## config.mk

```make
export PLATFORM = sky130hd
export DESIGN_NAME = fetch_unit
export DESIGN_NICKNAME = d
export VERILOG_FILES = /design/src/rtl/fetch_unit.sv
export SDC_FILE = /design/constraint.sdc
export NUM_CORES = 1
export LEC_CHECK = 0
export ABC_AREA = 1
export CORE_ASPECT_RATIO = 2
export CORE_UTILIZATION = 45
export CTS_BUF_LIST = sky130_fd_sc_hd__clkbuf_2 sky130_fd_sc_hd__clkbuf_4 sky130_fd_sc_hd__clkbuf_8
export DETAILED_ROUTE_END_ITERATION = 12
export HOLD_SLACK_MARGIN = 0.03
export PLACE_DENSITY = 0.71
export SLEW_MARGIN = 20
export SYNTH_ARGS = -nofsm -noshare
export SYNTH_HDL_FRONTEND = slang
export SYNTH_SLANG_ARGS = --single-unit
```

## constraint.sdc

```tcl
create_clock -name clk -period 6.43 [get_ports clk]
set_input_delay 1.6075 -clock clk [delete_from_list [all_inputs] [get_ports clk]]
set_output_delay 1.6075 -clock clk [all_outputs]
set_load 0.02 [all_outputs]
```

## src/rtl/fetch_unit.sv

```systemverilog
// fetch_unit: sequential instruction fetch front-end with a credit-limited fetch queue and redirect flush.
// Optional build macro FETCH_PERF_CNT_EN adds saturating perf_issued / perf_dropped counters.
module fetch_unit #(
    parameter int              XLEN     = 32,
    parameter logic [XLEN-1:0] RESET_PC = '0,
    parameter int              FQ_DEPTH = 4
) (
    input  logic            clk,
    input  logic            rst_n,
    output logic            mem_request,
    output logic            mem_we,
    output logic [XLEN-1:0] mem_addr,
    input  logic            mem_valid,
    input  logic [XLEN-1:0] mem_rdata,
    input  logic            redirect_valid,
    input  logic [XLEN-1:0] redirect_pc,
    output logic            out_valid,
    input  logic            out_ready,
    output logic [XLEN-1:0] out_instr,
    output logic [XLEN-1:0] out_pc
`ifdef FETCH_PERF_CNT_EN
    ,
    output logic [31:0]     perf_issued,
    output logic [31:0]     perf_dropped
`endif
);
    localparam int AW = $clog2(FQ_DEPTH);
    localparam int CW = AW + 1;
    localparam int OW = CW + 1;
    localparam logic [XLEN-1:0] ALIGN = ~XLEN'(3);

    typedef enum logic [1:0] {IDLE, FETCH, STALL} state_t;

    state_t          state_q, state_d;
    logic [XLEN-1:0] pc_q, pc_d;
    logic [XLEN-1:0] ifl_pc_q, ifl_pc_d;
    logic            ifl_q, ifl_d;
    logic [CW-1:0]   count_q, count_d;
    logic [AW-1:0]   rd_ptr_q, rd_ptr_d;
    logic [AW-1:0]   wr_ptr_q, wr_ptr_d;
    logic [XLEN-1:0] fq_pc_q    [FQ_DEPTH];
    logic [XLEN-1:0] fq_instr_q [FQ_DEPTH];
    logic            pop, push, credit;
    logic [OW-1:0]   occ;

    // Next-state logic: credit check counts the in-flight slot and frees the slot popped this cycle
    always_comb begin
        out_valid   = rst_n && (count_q != '0);
        out_instr   = fq_instr_q[rd_ptr_q];
        out_pc      = fq_pc_q[rd_ptr_q];
        pop         = out_valid && out_ready;
        push        = mem_valid && ifl_q && !redirect_valid;
        occ         = {1'b0, count_q} + OW'(ifl_q);
        credit      = occ < OW'(FQ_DEPTH) + OW'(pop);
        mem_request = rst_n && (state_q != IDLE) && !redirect_valid && credit;
        mem_we      = 1'b0;
        mem_addr    = pc_q;
        pc_d        = redirect_valid ? (redirect_pc & ALIGN) : mem_request ? pc_q + XLEN'(4) : pc_q;
        state_d     = (state_q == IDLE || redirect_valid || credit) ? FETCH : STALL;
        ifl_d       = mem_request;
        ifl_pc_d    = mem_request ? pc_q : ifl_pc_q;
        count_d     = redirect_valid ? '0 : count_q + CW'(push) - CW'(pop);
        rd_ptr_d    = redirect_valid ? '0 : rd_ptr_q + AW'(pop);
        wr_ptr_d    = redirect_valid ? '0 : wr_ptr_q + AW'(push);
    end

    // Control state: FSM, PC, in-flight tracker and queue pointers
    always_ff @(posedge clk) begin
        if (!rst_n) begin
            state_q  <= IDLE;
            pc_q     <= RESET_PC & ALIGN;
            ifl_q    <= 1'b0;
            ifl_pc_q <= '0;
            count_q  <= '0;
            rd_ptr_q <= '0;
            wr_ptr_q <= '0;
        end else begin
            state_q  <= state_d;
            pc_q     <= pc_d;
            ifl_q    <= ifl_d;
            ifl_pc_q <= ifl_pc_d;
            count_q  <= count_d;
            rd_ptr_q <= rd_ptr_d;
            wr_ptr_q <= wr_ptr_d;
        end
    end

    // Queue storage: pair each returned word with the PC of the request that fetched it
    always_ff @(posedge clk) begin
        if (push) begin
            fq_pc_q[wr_ptr_q]    <= ifl_pc_q;
            fq_instr_q[wr_ptr_q] <= mem_rdata;
        end
        if (rst_n && push && !pop) assert (count_q != CW'(FQ_DEPTH));
    end

`ifdef FETCH_PERF_CNT_EN
    logic [31:0] perf_issued_q, perf_issued_d;
    logic [31:0] perf_dropped_q, perf_dropped_d;
    logic [32:0] issued_sum, dropped_sum;

    // Counter increments: dropped = killed response plus entries still queued after this cycle's pop
    always_comb begin
        issued_sum     = {1'b0, perf_issued_q} + 33'(mem_request);
        dropped_sum    = {1'b0, perf_dropped_q} + 33'(mem_valid && ifl_q && redirect_valid)
                       + (redirect_valid ? 33'(count_q - CW'(pop)) : 33'd0);
        perf_issued_d  = issued_sum[32] ? '1 : issued_sum[31:0];
        perf_dropped_d = dropped_sum[32] ? '1 : dropped_sum[31:0];
    end

    // Saturating performance counters
    always_ff @(posedge clk) begin
        if (!rst_n) begin
            perf_issued_q  <= '0;
            perf_dropped_q <= '0;
        end else begin
            perf_issued_q  <= perf_issued_d;
            perf_dropped_q <= perf_dropped_d;
        end
    end

    assign perf_issued  = perf_issued_q;
    assign perf_dropped = perf_dropped_q;
`endif
endmodule

```

==> flow_summary.ini, run 1 <==
[timing]
hold_viol = 0
setup_viol = 0
slew_viol_final = 0
clock.fmax_mhz = 184
tightest_slew_ps = 975
whs_ps = 492
rsz0062_at_grt = false
fin_skew_ps = 25.1
period_needed_ps = 5430
finalCritPeriodShare_pct = 84.4
relSlewSlack_pct = 35.0

[power_and_ir_drop]
max-vdd-ir-drop_mv = 0.156
powerDensity_mw_per_mm2 = 254
p_leak_nw = 5.46

[worst_setup_path]
critPathMaxFanout = 18
path_depth = 4
crit_chain = clkdlybuf4s50_1 > clkinv_1 > a21oi_1 > buf_4
cp.required_ps = 4820
worst-path-buf-inv = 3
cp.arrival_ps = 3820
rr_worst_depth = 10
start_kind = input port
r2r-start = ifl_q
cp-end-kind = output pin
crit_slowest_cell = clkdlybuf4s50_1
cp_slowest_stage_delay_ps = 800
critPathTopFamily = buffers and inverters
r2r-end = mem_addr[7]
rrSetupSlack_ps = 3980
worstSetupPathType = in2out

[logic_synthesis]
yosys_register_bits = 318
async_flop_share_pct = 0
ys.flop_type = edfxtp_1
synth_edf_count = 248
synth_warnings = 0
synthCells = 1214
avgSynthCellArea_um2 = 10.7
syn-cell-area_mm2 = 0.0130
synth_cell_type_count = 30
yosysSeqAreaShare_pct = 68.2

[drt]
routed_via_density = 5.21
ant_nets = 0
wl_per_cell_um = 17.4
vias = 9151
drt_wl_total_um = 30600
first_iter_violations = 459
drc = 0
first_pass_iters = 4

[placed_design]
io_buffer_count = 160
place_inst = 1677
gp_congestion = 0.885
hpwl_um = 19500

[cts]
cts-resized-gates = 0
cts_tree = built
cts_root_buffer = clkbuf_8
clock-sinks = 318
hold_buffers = 0
clkTransAtPathRegs_ps = 70
worstSkewPairLatency_ps = 550
clk_path_buf_depth = 3
cts_setup_buffers = 0
numCtsBuffers = 43
htree_levels = 2

[finish]
nets = 1444
instances_no_fill = 1757
drive_gt1_share_pct = 8.00
nFillCells = 2495
final_common_cell = edfxtp_1
final_cell_mix = 248 x edfxtp_1, 210 x nand2_1, 180 x nor2_1, 159 x clkdlybuf4s50_1, 147 x o21ai_0
area_growth_pct = 21.2

[global_route]
grt_util_all_layers_pct = 20.9
antenna_found_initial = 1
grt_pass1_vias = 9202
grt_max_degree = 66
grt_pass1_wl_um = 47100
overflow = 0

[outcome]
status = completed

[floorplan]
num_io_pins = 168
start_util_pct = 45.8
coreArea_mm2 = 0.0283
rows = 87
die_h_um = 242
die-area_mm2 = 0.0296
die_x_um = 122

[worst_hold_path]
whs_endpoint = fq_pc_q[1][24]
hp-class = reg2reg
worstHoldStart = ifl_pc_q[24]
whs_path_depth = 0

[flow_run]
drv_cap = 0
[how the worst max path moves through the flow]
stage              startpoint                to  slack (ps)
3_3_place_gp            rst_n         out_valid         980
3_5_place_dp            rst_n         out_valid         980
2_1_floorplan  redirect_valid  fq_instr_q[0][0]        -390
5_1_grt                 rst_n         out_valid         910
6_report                rst_n         out_valid        1000
4_1_cts                 rst_n         out_valid         970
[sequential cells by signal, indices dropped and copies added, names as in the netlist, 2 cells and up]
register    count
mem_addr       30
fq_instr_q    128
ifl_pc_q       30
wr_ptr_q        2
count_q         3
state_q         2
fq_pc_q       120
rd_ptr_q        2
[area by class of cell]
type / count / area, µm² / share of cell area [%]
timing repair buffer: 175 / 1710 / 10.9
sequential: 318 / 8850 / 56.3
antenna: 1 / 2.50 / 0.0159
inverter: 63 / 238 / 1.51
multi-input combinational: 765 / 3600 / 22.9
clock buffer: 60 / 738 / 4.69
clock inverter: 19 / 144 / 0.915
tap: 356 / 445 / 2.83
[through the flow]
step,power (W),setup WS [ps],TNS (ps),instance area (µm²),utilization [%]
6_report,0.00399,1000,0,15700,55.6
5_1_grt,0.00414,908,0,15700,55.6
4_1_cts,0.00404,970,0,15700,55.6
3_5_place_dp,0.00249,978,0,14800,52.5
3_3_place_gp,0.00249,979,0,14800,52.5
2_1_floorplan,0.00239,-386,-95770,13000,-
[synthesized netlist by cell type (3+ instances only)]
library cell,number,area share [%]
xor2_1,5,0.34
clkbuf_1,36,1.0
buf_4,8,0.46
o22ai_1,62,3.0
nand2_1,210,6.1
nand3_1,91,3.5
inv_2,3,0.087
nor3_1,4,0.15
ha_1,8,0.77
edfxtp_1,248,57
buf_2,21,0.81
buf_1,7,0.20
dfxtp_1,70,11
a21oi_1,17,0.66
nand2_2,3,0.14
o21ai_1,11,0.42
nor2_2,6,0.29
o21ai_0,147,5.7
xnor2_1,5,0.34
inv_1,59,1.7
nor2_4,3,0.26
nor2_1,180,5.2
[cell families (layout without fill, tap and decap cells)]
kind of cell / count (synthesis) / in the layout / share of synthesized area, %
and+or+nand+nor: 503 / 503 / 16.0
muxes: 1 / 1 / 0.0868
xor gates and xnor gates: 10 / 10 / 0.675
adders and majority gates: 9 / 9 / 0.926
DFF: 318 / 318 / 68.2
other: 1 / 6 / 0.0289
buffers and inverters: 135 / 317 / 4.34
AOI/OAI and AO/OA: 237 / 237 / 9.74
[per-layer routing]
layer  track usage [%]  part of all wire (%)  vias up
met5                 0                     0        -
met2              39.6                    55      207
li1                  -                     -     4524
met1              21.4                    37     4359
met3              2.80                   3.7       61
met4              11.4                   4.8        0
[power breakdown]
group          total (W)  switching (W)  internal (W)  leakage, nW
logic           0.000191       0.000103     0.0000883         2.31
registers        0.00225      0.0000271       0.00223         2.69
clock network    0.00154       0.000715      0.000828        0.465
total            0.00399       0.000844       0.00314         5.46
Power figures use the tool's default switching activity.
==> inputs of run 2 (changes only) <==
==> constraint.sdc (replaced) <==
create_clock -name clk -period 4.7 [get_ports clk]
set_input_delay 1.175 -clock clk [delete_from_list [all_inputs] [get_ports clk]]
set_output_delay 1.175 -clock clk [all_outputs]
set_load 0.02 [all_outputs]
==> run 2 against run 1 <==
Routed wire length grew 0.82%. Sequential power is 37% higher. Critical endpoint is now mem_request. Global-route usage grew 0.19 points.
==> flow_summary.ini, run 2 (synthesis results as in run 1) <==
[global_route]
overflow = 0
grt_pass1_vias = 9308
grt_util_all_layers_pct = 21.1
grt_pass1_wl_um = 47300
antenna_found_initial = 1
grt_max_degree = 89

[worst_setup_path]
cp-end-kind = output pin
start_kind = input port
cp.required_ps = 3520
cp.arrival_ps = 3030
critPathMaxFanout = 8
worstSetupPathType = in2out

[drt]
ant_nets = 0
vias = 9268
routed_via_density = 5.25
drc = 0
wl_per_cell_um = 17.5
drt_wl_total_um = 30900
first_iter_violations = 455
first_pass_iters = 5

[placed_design]
io_buffer_count = 160
hpwl_um = 19500
place_inst = 1683
gp_congestion = 0.907
postPlaceCellArea_mm2 = 0.0150

[cts]
cts_tree = built
clkTransAtPathRegs_ps = 60
numCtsBuffers = 44
hold_buffers = 0
cts_setup_buffers = 0
cts-resized-gates = 0
htree_levels = 2
cts_root_buffer = clkbuf_8
worstSkewPairLatency_ps = 580
clk_path_buf_depth = 3
clock-sinks = 318

[floorplan]
start_util_pct = 45.8
coreArea_mm2 = 0.0283
die_x_um = 122
die-area_mm2 = 0.0296
num_io_pins = 168
die_h_um = 242
rows = 87

[timing]
hold_viol = 0
whs_ps = 505
relSlewSlack_pct = 49.8
tightest_slew_ps = 754
period_needed_ps = 4210
finalCritPeriodShare_pct = 89.5
fin_skew_ps = 25.2
clock.fmax_mhz = 238
setup_viol = 0
slew_viol_final = 0
tns_ps = 0
rsz0062_at_grt = false

[finish]
drive_gt1_share_pct = 8.53
final_cell_mix = 248 x edfxtp_1, 210 x nand2_1, 180 x nor2_1, 159 x clkdlybuf4s50_1, 147 x o21ai_0
largest_reg_flops = 128
nets = 1451
instances_no_fill = 1764
final_cell_area_mm2 = 0.0159
area_growth_pct = 22.3
final_common_cell = edfxtp_1
nFillCells = 2460
final_util_pct = 56.1
top_regs = fq_instr_q (128), fq_pc_q (120)
regMostFlops = fq_instr_q

[flow_run]
drv_cap = 0

[power_and_ir_drop]
p_leak_nw = 5.53
powerDensity_mw_per_mm2 = 348
max-vdd-ir-drop_mv = 0.290

[outcome]
status = completed

[worst_hold_path]
hp-class = reg2reg
## run 2: cell type report
cell class              count  area [µm²]  area share [%]
repair buffers            181        1820            11.5
inverters                  63         238            1.50
multi-input cells         765        3600            22.7
clock buffers              61         771            4.86
diodes                      1        2.50          0.0158
clock inverters            19         140           0.883
well taps                 356         445            2.81
flip-flops and latches    318        8850            55.8
## run 2: where the power goes
part | internal (W) | switching, W
sequential | 0.00305 | 0.0000373
combinational | 0.000122 | 0.000141
clock | 0.00117 | 0.000995
total | 0.00434 | 0.00117
## run 2: worst paths after layout
path	start	to	slack, ps	cells past startpoint
min	ifl_pc_q[12]	fq_pc_q[3][12]	500	0
max	rst_n	mem_request	490	6
min reg2reg	ifl_pc_q[12]	fq_pc_q[3][12]	500	0
max reg2reg	ifl_q	mem_addr[7]	1970	10
## run 2: stage by stage
stage / setup WS, ps / power [W]
after global routing: 423 / 0.00571
after CTS: 474 / 0.00557
after detailed placement: 482 / 0.00341
after global placement: 480 / 0.00340
final: 495 / 0.00552
after floorplan: -1680 / 0.00327
## run 2: routing by layer
metal	up-vias	track usage, %	routed length [µm]
li1	4543	-	-
met1	4380	21.7	11300
met2	268	39.2	16600
met3	77	3.04	1340
met4	0	12.5	1640
met5	-	0	0
## run 2: worst max-delay path, cell delays in order
cell	delay, ps
clkdlybuf4s50_1	610
nand2_2	170
nor2_1	140
nand3_2	210
inv_2	110
clkdlybuf4s50_1	610
